[config.mk]
export PLATFORM = sky130hd
export DESIGN_NAME = input_streamer
export DESIGN_NICKNAME = d
export VERILOG_FILES = /design/src/rtl/image_pkg.sv /design/src/rtl/raster_addr_gen.sv /design/src/rtl/input_streamer.sv
export SDC_FILE = /design/constraint.sdc
export NUM_CORES = 1
export LEC_CHECK = 0
export CAP_MARGIN = 20
export CORE_MARGIN = 2
export CORE_UTILIZATION = 57
export CTS_CLUSTER_SIZE = 40
export DETAILED_ROUTE_END_ITERATION = 6
export PLACE_DENSITY_LB_ADDON = 0.3
export SYNTH_ARGS = -nofsm -noshare
export SYNTH_HDL_FRONTEND = slang
export SYNTH_HIERARCHICAL = 1
export SYNTH_SLANG_ARGS = --single-unit
[constraint.sdc]
create_clock -name clock -period 3.4 [get_ports clock]
set_input_delay 0.51 -clock clock [delete_from_list [all_inputs] [get_ports clock]]
set_output_delay 0.51 -clock clock [all_outputs]
set_load 0.05 [all_outputs]
[src/rtl/image_pkg.sv]
// Shared pixel/image definitions for the resizing pipeline: default frame
// geometry, 24-bit BMP pixel packing and the streamer FSM state encoding.
package image_pkg;

    localparam int DEF_WIDTH  = 384;
    localparam int DEF_HEIGHT = 256;

    localparam int PIX_W = 24;
    localparam int CH_W  = 8;
    localparam int R_LSB = 0;
    localparam int G_LSB = 8;
    localparam int B_LSB = 16;

    // Field order mirrors the BMP word layout, so a pixel_t cast of the raw word is exact.
    typedef struct packed {
        logic [CH_W-1:0] b;
        logic [CH_W-1:0] g;
        logic [CH_W-1:0] r;
    } pixel_t;

    typedef enum logic [2:0] {
        ST_IDLE,
        ST_DELAY,
        ST_READ,
        ST_BLANK,
        ST_FLUSH,
        ST_DONE
    } state_t;

    function automatic pixel_t unpack_pixel(input logic [PIX_W-1:0] word);
        pixel_t p;
        p.r = word[R_LSB +: CH_W];
        p.g = word[G_LSB +: CH_W];
        p.b = word[B_LSB +: CH_W];
        return p;
    endfunction

endpackage

[src/rtl/raster_addr_gen.sv]
// Bottom-up raster walker: row/col counters, row base register and the
// inter-line blank counter, producing the word address of the next pixel.
module raster_addr_gen #(
    parameter int WIDTH  = 384,
    parameter int HEIGHT = 256,
    parameter int HBLANK = 0,
    parameter int ADDR_W = $clog2(WIDTH*HEIGHT)
) (
    input  logic              clock,
    input  logic              reset,
    input  logic              restart,
    input  logic              step,
    input  logic              blank_clr,
    input  logic              blank_inc,
    output logic [ADDR_W-1:0] addr,
    output logic              last_col,
    output logic              last_row,
    output logic              blank_last
);

    localparam int COL_W = (WIDTH  > 1) ? $clog2(WIDTH)  : 1;
    localparam int ROW_W = (HEIGHT > 1) ? $clog2(HEIGHT) : 1;
    localparam int BLK_W = (HBLANK > 1) ? $clog2(HBLANK) : 1;

    localparam logic [ADDR_W-1:0] TOP    = ADDR_W'((HEIGHT-1)*WIDTH);
    localparam logic [ADDR_W-1:0] STRIDE = ADDR_W'(WIDTH);

    logic [COL_W-1:0]  col;
    logic [ROW_W-1:0]  row;
    logic [ADDR_W-1:0] base;
    logic [BLK_W-1:0]  bcnt;

    assign last_col   = (32'(col)  == WIDTH  - 1);
    assign last_row   = (32'(row)  == HEIGHT - 1);
    assign blank_last = (32'(bcnt) == HBLANK - 1);

    // addr is kept equal to base+col incrementally, so no adder on the row path
    always_ff @(posedge clock or negedge reset) begin
        if (!reset) begin
            col  <= '0;
            row  <= '0;
            base <= TOP;
            addr <= '0;
        end else if (restart) begin
            col  <= '0;
            row  <= '0;
            base <= TOP;
            addr <= TOP;
        end else if (step && !(last_col && last_row)) begin
            if (last_col) begin
                col  <= '0;
                row  <= row + ROW_W'(1);
                base <= base - STRIDE;
                addr <= base - STRIDE;
            end else begin
                col  <= col + COL_W'(1);
                addr <= addr + ADDR_W'(1);
            end
        end
    end

    always_ff @(posedge clock or negedge reset) begin
        if (!reset) begin
            bcnt <= '0;
        end else if (blank_clr) begin
            bcnt <= '0;
        end else if (blank_inc) begin
            bcnt <= bcnt + BLK_W'(1);
        end
    end

endmodule

[src/rtl/input_streamer.sv]
// Streams a bottom-up BMP pixel array top-down, one pixel per cycle, with
// programmable start delay and inter-line blanking; 2-cycle read/output pipe.
module input_streamer
    import image_pkg::*;
#(
    parameter int WIDTH       = DEF_WIDTH,
    parameter int HEIGHT      = DEF_HEIGHT,
    parameter int START_DELAY = 4,
    parameter int HBLANK      = 0,
    parameter int ADDR_W      = $clog2(WIDTH*HEIGHT)
) (
    input  logic              clock,
    input  logic              reset,
    input  logic              start,
    output logic [ADDR_W-1:0] mem_addr,
    output logic              mem_rden,
    input  logic [PIX_W-1:0]  mem_rdata,
    output logic [CH_W-1:0]   r,
    output logic [CH_W-1:0]   g,
    output logic [CH_W-1:0]   b,
    output logic              horizontal_sync,
    output logic              done
);

    // One counter serves both the start delay and the 2-cycle flush.
    localparam int CNT_MAX = (START_DELAY > 2) ? START_DELAY : 2;
    localparam int CNT_W   = $clog2(CNT_MAX + 1);

    state_t           state;
    logic [CNT_W-1:0] cnt;
    logic             restart, step, blank_clr, blank_inc;
    logic             last_col, last_row, blank_last;
    logic             rd_valid;
    pixel_t           pix;

    always_comb begin
        restart   = 1'b0;
        step      = 1'b0;
        blank_clr = 1'b0;
        blank_inc = 1'b0;
        case (state)
            ST_IDLE, ST_DONE: restart = start;
            ST_READ: begin
                step      = 1'b1;
                blank_clr = last_col;
            end
            ST_BLANK: blank_inc = !blank_last;
            default: ;
        endcase
    end

    raster_addr_gen #(
        .WIDTH  (WIDTH),
        .HEIGHT (HEIGHT),
        .HBLANK (HBLANK),
        .ADDR_W (ADDR_W)
    ) u_addr_gen (
        .clock      (clock),
        .reset      (reset),
        .restart    (restart),
        .step       (step),
        .blank_clr  (blank_clr),
        .blank_inc  (blank_inc),
        .addr       (mem_addr),
        .last_col   (last_col),
        .last_row   (last_row),
        .blank_last (blank_last)
    );

    // mem_rden is registered alongside every transition into or out of READ
    always_ff @(posedge clock or negedge reset) begin
        if (!reset) begin
            state    <= ST_IDLE;
            mem_rden <= 1'b0;
            done     <= 1'b0;
            cnt      <= '0;
        end else begin
            case (state)
                ST_IDLE, ST_DONE: begin
                    if (start) begin
                        done <= 1'b0;
                        cnt  <= '0;
                        if (START_DELAY == 0) begin
                            state    <= ST_READ;
                            mem_rden <= 1'b1;
                        end else begin
                            state <= ST_DELAY;
                        end
                    end
                end
                ST_DELAY: begin
                    if (cnt == CNT_W'(START_DELAY - 1)) begin
                        state    <= ST_READ;
                        mem_rden <= 1'b1;
                    end else begin
                        cnt <= cnt + CNT_W'(1);
                    end
                end
                ST_READ: begin
                    if (last_col) begin
                        if (last_row) begin
                            state    <= ST_FLUSH;
                            mem_rden <= 1'b0;
                            cnt      <= '0;
                        end else if (HBLANK > 0) begin
                            state    <= ST_BLANK;
                            mem_rden <= 1'b0;
                        end
                    end
                end
                ST_BLANK: begin
                    if (blank_last) begin
                        state    <= ST_READ;
                        mem_rden <= 1'b1;
                    end
                end
                ST_FLUSH: begin
                    if (cnt == CNT_W'(1)) begin
                        state <= ST_DONE;
                        done  <= 1'b1;
                    end else begin
                        cnt <= cnt + CNT_W'(1);
                    end
                end
                default: begin
                    state    <= ST_IDLE;
                    mem_rden <= 1'b0;
                end
            endcase
        end
    end

    always_ff @(posedge clock or negedge reset) begin
        if (!reset) begin
            rd_valid        <= 1'b0;
            horizontal_sync <= 1'b0;
            pix             <= '0;
        end else begin
            rd_valid        <= mem_rden;
            horizontal_sync <= rd_valid;
            if (rd_valid) begin
                pix <= unpack_pixel(mem_rdata);
            end
        end
    end

    assign r = pix.r;
    assign g = pix.g;
    assign b = pix.b;

endmodule

# --- After elaboration in Yosys (flattened, before gate mapping) ---
# Index checks and enable logic that the tools add are counted.
word_totals:
  out_inout_bits: 44
  regBits: 85
  input_bits: 27
  wordCells: 84
op_classes:
  muxes: 33
  n_reduce_logical: 15
  n_eq_ne: 16
  bitwise: 2
  add_sub_neg: 5
op_table:
  columns: ["op", "count"]
  rows:
  - ["17-bit 2-to-1 mux", 6]
  - ["3-bit 2-to-1 mux", 10]
  - ["9-bit 2-to-1 mux", 3]
  - ["8-bit 2-to-1 mux", 3]
  - ["17-bit by 1-bit adder with 17-bit output, second input constant", 1]
  - ["17-bit by 9-bit subtractor with 17-bit output, second input constant", 1]
  - ["3-bit case mux with 5 select lines", 1]
  - ["3-bit case mux with 4 select lines", 1]
  - ["6-bit AND reduction", 2]
  - ["2-bit inequality test, second input constant", 5]
  - ["9-bit by 1-bit adder with 9-bit output, second input constant", 1]
  - ["3-bit by 2-bit == test with 1-bit output, second input constant", 3]
  - ["9-bit == test, second input constant", 1]
  - ["8-bit by 1-bit adder with 8-bit output, second input constant", 1]
  - ["8-bit == test, second input constant", 1]
  - ["1-bit 2-to-1 mux", 7]
  - ["3-bit by 1-bit == test with 1-bit output, second input constant", 2]
  - ["3-bit == test, second input constant", 2]
  - ["2-bit nonzero test", 3]
  - ["2-bit by 1-bit inequality test with 1-bit output, second input constant", 2]
  - ["4-bit AND reduction", 1]
  - ["4-bit nonzero test", 1]
  - ["4-bit OR reduction", 1]
  - ["3-bit by 1-bit adder with 3-bit output, second input constant", 1]
  - ["other kinds (9)", 11]

# --- Logic depth before layout (Yosys ltp) ---
# Gate-level depths: netlist of the first run.
logic_depth:
  depth_word: 6
  depth_mapped: 10
  depth_no_buf: 8

# --- Modules after synthesis ---
# The synthesis of the first run kept the hierarchy.
modules_own_cells:
  columns: ["module", "cells_per_inst", "instances", "area_each_um2"]
  rows:
  - ["raster_addr_gen", 281, 1, 2613.8]
  - ["input_streamer", 113, 1, 1481.4]

# --- Worst setup path after synthesis of the first run ---
# OpenSTA, ideal clock, no wires.
synth_path:
  path_type: "register to register"
  startpoint: "reg state[2]"
  endpoint: "reg u_addr_gen.row[7]"
  required_time_ns: 3.268
  arrival_time_ns: 2.032
  setup_ns: 0.132
  path_stages_with_launch: 10
  period_less_slack_ns: 2.164
  n_path_buf: 2
  setup_slack_ns: 1.236
  cell_sequence: "dfrtp_1 nand2b_1 nor2_1 buf_4 nand4_2 a2111o_1 buf_6 nor3_4 xnor2_1 nor2_1"
synth_between:
  elab_chain_cells: 5
synth_lines:
  columns: ["element", "line", "source"]
  rows:
  - ["start, declared", "input_streamer.sv:29", "state_t state;"]
  - ["start signal, assigned", "input_streamer.sv:73", "state <= ST_IDLE;"]
  - ["start signal, assigned", "input_streamer.sv:84", "state <= ST_READ;"]
  - ["start signal, assigned", "input_streamer.sv:87", "state <= ST_DELAY;"]
  - ["3-bit by 2-bit == test with 1-bit output", "input_streamer.sv:41", "case (state)"]
  - ["1-bit 2-to-1 mux", "input_streamer.sv:41", null]
  - ["named net step", "input_streamer.sv:31", "logic restart, step, blank_clr, blank_inc;"]
  - ["1-bit logical AND", "raster_addr_gen.sv:49", "end else if (step && !(last_col && last_row)) begin"]
  - ["2-bit nonzero test (no source line)", null, null]
  - ["2-bit AND reduction (no source line)", null, null]
  - ["end signal, assigned", "raster_addr_gen.sv:52", "row <= row + ROW_W'(1);"]
  - ["end, declared", "raster_addr_gen.sv:29", "logic [ROW_W-1:0] row;"]
# The timed path passes the listed nets, and every way through them passes these cells.
# A chain may end at the register's enable or synchronous reset.

# --- Worst setup path in the final report of the first run ---
layout_path:
  startpoint: "reg state[1]"
  endpoint: "reg u_addr_gen.base[9]"
layout_between:
  elab_chain_cells: 5
layout_lines:
  columns: ["element", "line", "source"]
  rows:
  - ["3-bit by 2-bit == test with 1-bit output", "input_streamer.sv:41", null]
  - ["1-bit 2-to-1 mux", "input_streamer.sv:41", null]
  - ["named net step", "input_streamer.sv:31", null]
  - ["1-bit logical AND", "raster_addr_gen.sv:49", null]
  - ["2-bit nonzero test (no source line)", null, null]
  - ["2-bit AND reduction (no source line)", null, null]
  - ["end signal, assigned", "raster_addr_gen.sv:53", "base <= base - STRIDE;"]
  - ["end, declared", "raster_addr_gen.sv:30", "logic [ADDR_W-1:0] base;"]
# The timed path passes the listed nets, and every way through them passes these cells.

==> out/qor.csv, run 1 <==
metric,value,unit
crit_required,3.67,ns
end_kind,flop,
worst-r2r-cell-count,6,
place_congestion,0.908,
final_common_cell,dfrtp_1,
final_cells,562,
grt_pass1_vias,3128,
diodes,0,
power.density,333,nW/µm²
drc,0,
vias,3280,
die-area,7870,µm²
clk_latency,0.35,ns
slew_headroom,0.346,
fin_setup_tns,0,ns
viasPerCell,5.84,
regToRegEndpoint,u_addr_gen/base[9]$_DFFE_PN1P_,
clock_sinks,78,
leakagePower,2.06,nW
top_level_ports,71,
track_usage,0.246,
portBuffers,70,
dpl.hpwl,6.31,mm
syn_area,4090,µm²
ff2ff_setup_slack,0.87,ns
hold_buffers,0,
p_total,1.68,mW
min_path_type,in -> async,
firstDrtPassIters,4,
die_x,88.7,µm
grt_pass1_wl,15.0,mm
worst_pin_slew,0.980,ns
fin_skew,0.00968,ns
ant_nets,0,
status,"complete, no violations",
dp.cells,546,
routed_wl,9.06,mm
die_y,88.7,µm
endpoint,u_addr_gen/base[9]$_DFFE_PN1P_,
cts_tree,built,
cts_resized,0,
drive_gt1_frac,0.142,
cts.clk_slew.worst_paths,0.08,ns
initial_core_util,0.595,
core-area,6870,µm²
maxCapViolations,0,
gr-total-overflow,0,
rows,30,
hold_violations,0,
timing.rr.start,state[1]$_DFFE_PN0P_,
ctsRootBufferMaster,clkbuf_8,
cp-startpoint,state[1]$_DFFE_PN0P_,
rsz0062_at_grt,false,
path_max_fanout,18,
initialDrtViolationCount,273,
crit_type,reg -> reg,
wl_per_cell,16.1,µm
cts-buffers-inserted,9,
clock_path_buffers,2,
worstPathArrival,2.80,ns
synth-warning-count,6,
cts_setup_buffers,0,
final.fill_count,498,
synth_cells,393,
setup_viol,0,
grt_max_degree,79,
period_needed,2.53,ns
peakVddDrop,0.211,mV
syn_avg_cell_area,10.4,µm²
syn_nets,427,
antenna_found_initial,0,
fmax,396,MHz
htreeDepth,3,
cp-start-kind,flop,
nets,495,
layout_common_cells,"70 x dfrtp_1, 69 x clkdlybuf4s50_1, 45 x nor2_1",
synthToLayoutAreaGrowth,23.8,%
period_share,0.743,
finalMaxSlewViolations,0,
sequential cells by signal, summed over array words and instances (netlist names):
name,flops
u_addr_gen/addr,17
rd_valid,1
u_addr_gen/col,9
state,3
u_addr_gen/base,10
mem_rden,1
g,8
r,8
done,1
u_addr_gen/row,8
b,8
horizontal_sync,1
cnt,3
per-stage QoR:
| stage | setup slack [ns] | utilization | instance area [µm²] | hold WS [ns] |
|---|---|---|---|---|
| floorplan | 1.25 | - | 4090 | 0.214 |
| global placement | 0.635 | 0.707 | 4860 | 0.402 |
| detailed placement | 0.603 | 0.707 | 4860 | 0.415 |
| CTS | 0.891 | 0.737 | 5060 | 0.352 |
| global route | 0.669 | 0.737 | 5060 | 0.382 |
| finish | 0.873 | 0.737 | 5060 | 0.303 |
layout make-up:
type / count / area [µm²] / share of cell area
Timing Repair Buffer: 76 / 743 / 0.147
Tap cell: 96 / 120 / 0.0237
Inverter: 6 / 22.5 / 0.00445
Clock inverter: 3 / 42.5 / 0.00841
Multi-Input combinational cell: 290 / 2010 / 0.398
Clock buffer: 13 / 159 / 0.0314
Sequential cell: 78 / 1960 / 0.388
per-layer routing:
metal,vias up,GRT usage,part of all wire
met5,-,0,0
met4,0,0.0771,0.0098
met3,8,0.0541,0.063
met2,117,0.382,0.48
met1,1599,0.348,0.45
li1,1556,-,-
worst min path at each step:
stage	start	endpoint	slack, ns	cells past startpoint
final	reset	r[5]$_DFFE_PN0P_	0.30	1
after global routing	reset	r[5]$_DFFE_PN0P_	0.38	1
after detailed placement	mem_rden$_DFFE_PN0P_	rd_valid$_DFF_PN0_	0.41	0
after CTS	reset	r[5]$_DFFE_PN0P_	0.35	1
after global placement	mem_rden$_DFFE_PN0P_	rd_valid$_DFF_PN0_	0.40	0
after floorplan	reset	b[0]$_DFFE_PN0P_	0.21	0
where the power goes:
part / internal (mW) / switching (mW)
clock: 0.379 / 0.328
sequential: 0.927 / 0
combinational: 0.0264 / 0.0228
critical path, cell delays in order (launching register included):
cell	delay, ns
dfrtp_1	0.61
nand2b_1	0.16
nor2_1	0.19
nand4_2	0.21
a2111o_1	0.68
o21a_1	0.28
or3_1	0.34
Power figures use the tool's default switching activity.
==> inputs of run 2 (changes only) <==
--- a/config.mk
+++ b/config.mk
@@ -7,7 +7,7 @@
 export LEC_CHECK = 0
 export CAP_MARGIN = 20
 export CORE_MARGIN = 2
-export CORE_UTILIZATION = 57
+export CORE_UTILIZATION = 53
 export CTS_CLUSTER_SIZE = 40
 export DETAILED_ROUTE_END_ITERATION = 6
 export PLACE_DENSITY_LB_ADDON = 0.3
==> constraint.sdc (replaced) <==
create_clock -name clock -period 2.42 [get_ports clock]
set_input_delay 0.363 -clock clock [delete_from_list [all_inputs] [get_ports clock]]
set_output_delay 0.363 -clock clock [all_outputs]
set_load 0.05 [all_outputs]
==> run 2 against run 1 <==
  * Core utilization down 5.1 points
  * Clock-buffer cell count unchanged
  * Non-clock buffer count is 12 higher
  * Final cell count increased by 3.2%
  * Largest power group unchanged
  * Highest routed layer unchanged
==> out/qor.csv, run 2 (synthesis results as in run 1) <==
metric,value,unit,change
diodes,0,,unchanged
worst_pin_slew,0.540,ns,-0.440 ns
cts-buffers-inserted,9,,unchanged
clock_sinks,78,,unchanged
gr-total-overflow,0,,unchanged
crit_chain,ha_1 -> nand4b_1 -> or2_1 -> inv_1 -> nand3b_1 -> a221oi_2 -> o41ai_1 -> mux2_1,,
die_x,91.8,µm,+3.5%
final_common_cell,dfrtp_1,,
top_register,u_addr_gen/addr,,
hold_buffers,0,,unchanged
crit_buf_inv,1,,+1
setup_ws,0.185,ns,-0.689 ns
period_share,0.924,,+0.180
end_kind,flop,,
cts_resized,0,,unchanged
slew_headroom,0.636,,+0.290
rows,32,,+6.7%
grt_pass1_vias,3202,,+2.4%
cts_setup_buffers,0,,unchanged
crit_required,2.66,ns,-1.01 ns
antenna_found_initial,0,,unchanged
layout_common_cells,"70 x dfrtp_1, 69 x clkdlybuf4s50_1, 45 x nor2_1",,
grt_max_degree,79,,unchanged
ff2ff_setup_slack,0.18,ns,-0.69 ns
timing.rr.start,u_addr_gen/col[0]$_DFFE_PN0P_,,
clock_path_buffers,2,,unchanged
rsz0062_at_grt,false,,
max_stage_delay,0.42,ns,-0.26 ns
cts_tree,built,,
leakagePower,2.14,nW,+4.2%
fin_setup_tns,0,ns,unchanged
die-area,8430,µm²,+7.2%
fmax,447,MHz,+13%
status,"complete, no violations",,
setup_viol,0,,unchanged
power.density,493,nW/µm²,+48%
final.fill_count,579,,+16%
routed_wl,9.38,mm,+3.5%
ant_nets,0,,unchanged
largest_reg_flops,17,,unchanged
maxCapViolations,0,,unchanged
crit_family,simple AND/OR/NAND/NOR gates,,
initialDrtViolationCount,256,,-6.2%
routed-wl-met2,4.56,mm,+5.9%
track_usage,0.238,,-0.00867
wl_met1,4.27,mm,+4.2%
top_level_ports,71,,unchanged
dp.cells,564,,+3.3%
core-area,7610,µm²,+11%
fin_skew,0.00732,ns,-0.00235 ns
viasPerCell,5.65,,-3.1%
grt_pass1_wl,15.8,mm,+5.1%
whs,0.00224,ns,-0.300 ns
synthToLayoutAreaGrowth,27.6,%,
initial_core_util,0.538,,-0.0578
reg_top3,"u_addr_gen/addr (17), u_addr_gen/base (10), u_addr_gen/col (9)",,
crit_type,reg -> reg,,
worstPathArrival,2.47,ns,-0.33 ns
multi_input_comb_area,2010,µm²,unchanged
worst-r2r-cell-count,8,,+2
hold_violations,0,,unchanged
min_path_type,in -> async,,
finalMaxSlewViolations,0,,unchanged
path_max_fanout,4,,-14
regToRegEndpoint,cnt[2]$_DFFE_PN0P_,,
portBuffers,70,,unchanged
vias,3279,,-0.030%
ctsRootBufferMaster,clkbuf_8,,
nets,507,,+2.4%
top_layer,met4,,
wl_met3,376,µm,-34%
wl_per_cell,16.2,µm,+0.31%
dp_slack,0.0702,ns,-0.532 ns
cp-start-kind,flop,,
die_y,91.8,µm,+3.5%
period_needed,2.24,ns,-0.291 ns
drc,0,,unchanged
htreeDepth,3,,unchanged
drive_gt1_frac,0.163,,+0.0215
firstDrtPassIters,4,,unchanged
cp_slowest_cell,dfrtp_1,,
cts.clk_slew.worst_paths,0.08,ns,about the same
clk_latency,0.35,ns,about the same
dpl.hpwl,6.61,mm,+4.8%
final_cells,580,,+3.2%
peakVddDrop,0.222,mV,+5.5%
seqCellArea,1960,µm²,unchanged
place_congestion,0.889,,-2.1%
run 2: how the worst max path moves through the flow:
stage	start	end	slack (ns)	cells after the start
after floorplan	state[1]$_DFFE_PN0P_	u_addr_gen/addr[14]$_DFFE_PN0P_	0.27	9
after global placement	start	u_addr_gen/addr[14]$_DFFE_PN0P_	0.09	8
after detailed placement	start	u_addr_gen/addr[14]$_DFFE_PN0P_	0.07	8
after CTS	state[2]$_DFFE_PN0P_	u_addr_gen/row[4]$_DFFE_PN0P_	0.20	9
after global routing	state[1]$_DFFE_PN0P_	u_addr_gen/row[4]$_DFFE_PN0P_	0.004	9
final	u_addr_gen/col[0]$_DFFE_PN0P_	cnt[2]$_DFFE_PN0P_	0.18	8
run 2: per-stage QoR:
| step | instance area [µm²] | total power, mW | utilization |
|---|---|---|---|
| after floorplan | 4090 | 1.33 | - |
| after global placement | 4970 | 1.40 | 0.653 |
| after detailed placement | 4970 | 1.41 | 0.653 |
| after CTS | 5220 | 2.59 | 0.686 |
| after global routing | 5220 | 2.65 | 0.686 |
| final | 5220 | 2.57 | 0.686 |
run 2: area by class of cell:
| class | instances | share of cell area |
|---|---|---|
| inverters | 6 | 0.00432 |
| well taps | 102 | 0.0245 |
| repair buffers | 88 | 0.162 |
| multi-input cells | 290 | 0.386 |
| flip-flops and latches | 78 | 0.376 |
| clock buffers | 13 | 0.0304 |
| clock inverters | 3 | 0.0173 |
run 2: report_power, final:
group | total, mW | switching, mW | internal [mW]
clock network | 1.20 | 0.452 | 0.743
logic | 0.0750 | 0.0333 | 0.0417
registers | 1.30 | 0 | 1.30
total | 2.57 | 0.486 | 2.09
run 2: layer usage:
metal | vias to the layer above | global-route usage
li1 | 1570 | -
met1 | 1602 | 0.331
met2 | 90 | 0.371
met3 | 17 | 0.0386
met4 | 0 | 0.103
met5 | - | 0
==> RTL edit 1 (settings of run 2) <==
`DEF_WIDTH`: 384 -> 96.
--- a/src/rtl/image_pkg.sv
+++ b/src/rtl/image_pkg.sv
@@ -2,7 +2,7 @@
 // geometry, 24-bit BMP pixel packing and the streamer FSM state encoding.
 package image_pkg;
 
-    localparam int DEF_WIDTH  = 384;
+    localparam int DEF_WIDTH  = 96;
     localparam int DEF_HEIGHT = 256;
 
     localparam int PIX_W = 24;
Ports: changed (resized mem_addr); port bits go from 71 to 69. No check against the original RTL was run, so the function may have changed too.
==> RTL edit 1 against run 2 <==
Wire length decreased by 5.7%; worst setup slack improved by 91 ps; core utilization increased by 2.7 points; design area shrank 5.7%; via count decreased by 1.1%; global-route usage is 0.23 points lower; sequential cell count decreased by 4; die area down 6.1%; fmax up 4.3%; clock skew grew 6.8 ps; area after synthesis shrank 6.4%.
Power is not compared: it rests on default switching activity, and its combinational part moved more than twofold at a synthesized area within 25%.
==> RTL edit 1: results (changes against run 2) <==
The flow ran to the end, and the final reports show no timing, DRC or antenna violations. The number of detailed-routing iterations run before antenna repair came out at 5 (+1). The final worst-path setup slack is 276.2 ps (+91.45 ps). The peak fanout along the critical path is 11 (+7).

The vias per cell is 5.779 (+2.2%). The final count of negative-setup-slack endpoints came out at 0 (unchanged). The met2 track utilization from global routing came out at 38.40% (+1.3 points). In this run the critical register-to-register path is captured at u_addr_gen/addr[3]$_DFFE_PN0P_. The met1 wire length was 3890 um (-8.8%). The fraction of layout cells with a size suffix above 1 was 16.34% (+0.026 points). The number of setup buffers added after CTS came out at 0 (unchanged). The launch instance of the worst register-to-register path is state[2]$_DFFE_PN0P_. The maximum number of pins on one net before global-route repair was 36 (-54%).

The overall routed net length was 8843 um (-5.7%). The number of cell instances on the worst register-to-register path came out at 6 (-2). The met1 capacity usage during global routing is 31.45% (-1.6 points). The post-synthesis net count came to 415 (-2.8%). The number of nets in the layout is 494 (-2.6%). The global-route wire length before repair is 14300 um (-9.4%).

The slew at the pin with the worst max-slew slack is 640.0 ps (+99.80 ps). The met3 wire length came out at 513 um (+36%). The amount of wire on met2 after detailed routing is 4268 um (-6.5%). The DRC violation total after the first TritonRoute iteration came out at 205 (-20%). The data arrival time of the critical path was 2410 ps (-60 ps). The met3 layer usage reported by global route came out at 4.155% (+0.29 points). The final estimated routing congestion in global placement came out at 0.8937 (+0.54%). The quantity of gates resized following cts came out at 0 (unchanged). The worst slack at placement came out at 162.5 ps (+92.28 ps).

The largest registers in the layout are u_addr_gen/addr: 15 flops, u_addr_gen/base: 10 flops. The half-perimeter wire length after detailed placement came out at 6219 um (-5.9%). The number of global-route vias before repair is 3022 (-5.6%). The maximum clock skew at final layout is 14.11 ps (+6.786 ps).
[RTL edit 1: power breakdown]
part / internal, uW / total (uW) / switching (uW)
sequential: 1580 / 1830 / 256
clock: 664 / 1120 / 460
combinational: 1050 / 2790 / 1740
[RTL edit 1: worst max-delay path, cell delays in order (launching register included)]
cell and delay (ps):
dfrtp_1 470, nand2b_1 210, nor2_1 290, inv_1 230, o21a_1 370, or3_1 360, a21oi_1 150
[RTL edit 1: how the worst max path moves through the flow]
| stage | end | depth (start not counted) |
|---|---|---|
| 3_5_place_dp | u_addr_gen/col[5]$_DFFE_PN0P_ | 8 |
| 5_1_grt | u_addr_gen/addr[3]$_DFFE_PN0P_ | 6 |
| 2_1_floorplan | cnt[2]$_DFFE_PN0P_ | 10 |
| 3_3_place_gp | u_addr_gen/col[5]$_DFFE_PN0P_ | 8 |
| 4_1_cts | cnt[2]$_DFFE_PN0P_ | 8 |
| 6_report | u_addr_gen/addr[3]$_DFFE_PN0P_ | 6 |
[RTL edit 1: final cells by class]
class	count	area, um^2
well taps	96	120.1
fillers	516	1984
repair buffers	86	835.8
multi-input cells	276	1818
flip-flops and latches	74	1862
clock buffers	12	165.2
clock inverters	4	72.57
inverters	13	48.80
[RTL edit 1: per-stage QoR]
stage / utilization (%) / power [uW] / std cells / area, um^2 / hold slack [ps]
after floorplan: - / 3712 / 381 / 3827 / 67.41
after global placement: 67.83 / 4562 / 545 / 4684 / 406.2
after detailed placement: 67.83 / 4631 / 545 / 4684 / 409.6
after CTS: 71.27 / 5766 / 561 / 4922 / 40.02
after global routing: 71.27 / 6036 / 561 / 4922 / 74.02
final: 71.27 / 5746 / 561 / 4922 / 32.18
==> RTL edit 2 (config.mk and constraints of run 2) <==
Without the edit above. Register the output `b`, without a reset; this adds one clock of latency there. The other outputs are not delayed to match.
--- a/src/rtl/input_streamer.sv
+++ b/src/rtl/input_streamer.sv
@@ -25,6 +25,8 @@
     // One counter serves both the start delay and the 2-cycle flush.
     localparam int CNT_MAX = (START_DELAY > 2) ? START_DELAY : 2;
     localparam int CNT_W   = $clog2(CNT_MAX + 1);
+
+    logic [CH_W-1:0] b_d;
 
     state_t           state;
     logic [CNT_W-1:0] cnt;
@@ -146,7 +148,11 @@
 
     assign r = pix.r;
     assign g = pix.g;
-    assign b = pix.b;
+    assign b_d = pix.b;
+
+    always_ff @(posedge clock) begin
+        b <= b_d;
+    end
 
 endmodule
 
Check against the original RTL: not equivalent (Yosys sat finds a counterexample within 10 cycles, from zero or initial values and one cycle with reset low).
==> RTL edit 2 against run 2 <==
Critical path depth stayed put; sequential cell count is 8 higher; highest routed layer unchanged; design area is 1.7% higher; largest cell class is now flip-flops and latches; area after synthesis is 3.7% higher; wire length is 4.1% lower; via count is 0.46% higher; worst setup slack better by 67 ps.
Power is not compared: it rests on default switching activity, and its combinational part moved more than twofold at a synthesized area within 25%.
==> RTL edit 2: results (changes against run 2) <==
The met3 layer usage reported by global route was 3.787% (-0.075 points). The half-perimeter wire length after detailed placement is 6298 um (-4.7%). The power spent charging and discharging nets is 2853 uW.

The count of buffers from port buffering came to 70 (unchanged). The run finished with clean final reports. The initial antenna violation count came out at 0 (unchanged). The antenna diode count came to 0 (unchanged). The delay of the slowest cell on the worst path came to 490 ps (+70 ps).

The met3 wire length is 507 um (+35%). The maximum number of pins on one net before global-route repair is 48 (-39%). The final estimated routing congestion in global placement was 0.8478 (-4.6%). The amount of wire on met2 after detailed routing is 4212 um (-7.7%). The relative slew slack came to 62.11% (-1.5 points). The maximum clock skew at final layout came out at 11.84 ps (+4.511 ps). The global-route wire length before repair came out at 14880 um (-5.8%).

The detail-routed net length per standard cell is 15.24 um (-5.8%). The maximum count of clock buffers along a single path is 2 (unchanged). CTS placed an instance of clkbuf_8 at the clock tree root.

The worst hold path passes through 0 cells. The post-synthesis instance total came out at 402 (+2.3%). The met1 capacity usage during global routing is 28.12% (-4.9 points). The DRC violation total after the first TritonRoute iteration came out at 116 (-55%). The post-synthesis net count was 436 (+2.1%).

The total clock buffers created by CTS is 9 (unchanged). The placed standard-cell area was 5120 um^2 (+3.0%). The total instance count after detailed placement is 573 (+1.6%). In this run the worst hold path is classified as flip-flop to flip-flop. The analysis attributes to cell leakage a power of 0.002143 uW. The peak fanout along the critical path is 12 (+8). The number of nets in the layout came out at 517 (+2.0%).

The number of cell instances on the worst register-to-register path came to 8 (unchanged). The met2 track utilization from global routing is 35.25% (-1.8 points). The slack of the worst reg-to-reg path is 250 ps (+70 ps). The capture point of the worst reg-to-reg path is u_addr_gen/addr[14]$_DFFE_PN0P_.

The worst slack at placement is 154.1 ps (+83.82 ps). The family of cells with the greatest summed delay on the critical path is simple AND/OR/NAND/NOR gates. The slowest stage of the critical path is the or4_1 cell. In this run the critical register-to-register path is launched from state[0]$_DFFE_PN0P_. The number of global-route vias before repair is 3166 (-1.1%). The met1 wire length came out at 4148 um (-2.8%).

The fraction of layout cells with a size suffix above 1 is 16.60% (+0.28 points). The post-route worst hold slack came to 359.9 ps (+357.7 ps). The overall routed net length is 8993 um (-4.1%). The via total after detailed routing came out at 3294 (+0.46%). The global-route total usage across every layer is 21.56% (-2.2 points).
## RTL edit 2: cell count changes in the layout (fill, tap and decap cells not counted), sizes merged, moves of 2 or more
cell and change:
clkbuf -4, clkinv +2, nand2 +4, nand2b -4, inv +3, mux2 +3, clkinvlp +2, dfxtp +8
a21oi +4, a21o +3, bufinv -3, a22o -2
## RTL edit 2: area by class of cell
cell class	instances	area (um^2)
multi-input cells	291	2002
well taps	102	127.6
flip-flops and latches	86	2122
repair buffers	89	855.8
clock buffers	9	123.9
inverters	6	22.52
fillers	592	2419
clock inverters	7	55.05
## RTL edit 2: power groups by stage
stage	clock network [uW]	registers [uW]	logic [uW]
after detailed placement	0	2440	3060
final	928	2420	3060
after global routing	1010	2500	3270
after CTS	950	2420	3070
after floorplan	0	3300	1190
after global placement	0	2420	3000
## RTL edit 2: worst max-delay path by stage
stage | start | depth (start not counted) | slack [ps] | endpoint
3_3_place_gp | start | 8 | 200 | u_addr_gen/addr[14]$_DFFE_PN0P_
4_1_cts | u_addr_gen/col[0]$_DFFE_PN0P_ | 7 | 240 | cnt[2]$_DFFE_PN0P_
2_1_floorplan | u_addr_gen/col[0]$_DFFE_PN0P_ | 8 | 190 | cnt[0]$_DFFE_PN0P_
6_report | state[0]$_DFFE_PN0P_ | 8 | 250 | u_addr_gen/addr[14]$_DFFE_PN0P_
3_5_place_dp | start | 8 | 150 | u_addr_gen/addr[14]$_DFFE_PN0P_
5_1_grt | state[1]$_DFFE_PN0P_ | 8 | 130 | u_addr_gen/addr[14]$_DFFE_PN0P_
## RTL edit 2: repair_timing
| action | in CTS | in global routing |
|---|---|---|
| hold buffers | 1 | 0 |
| hold endpoints to repair | 29 | 0 |
| endpoints found under the setup margin | 0 | 0 |
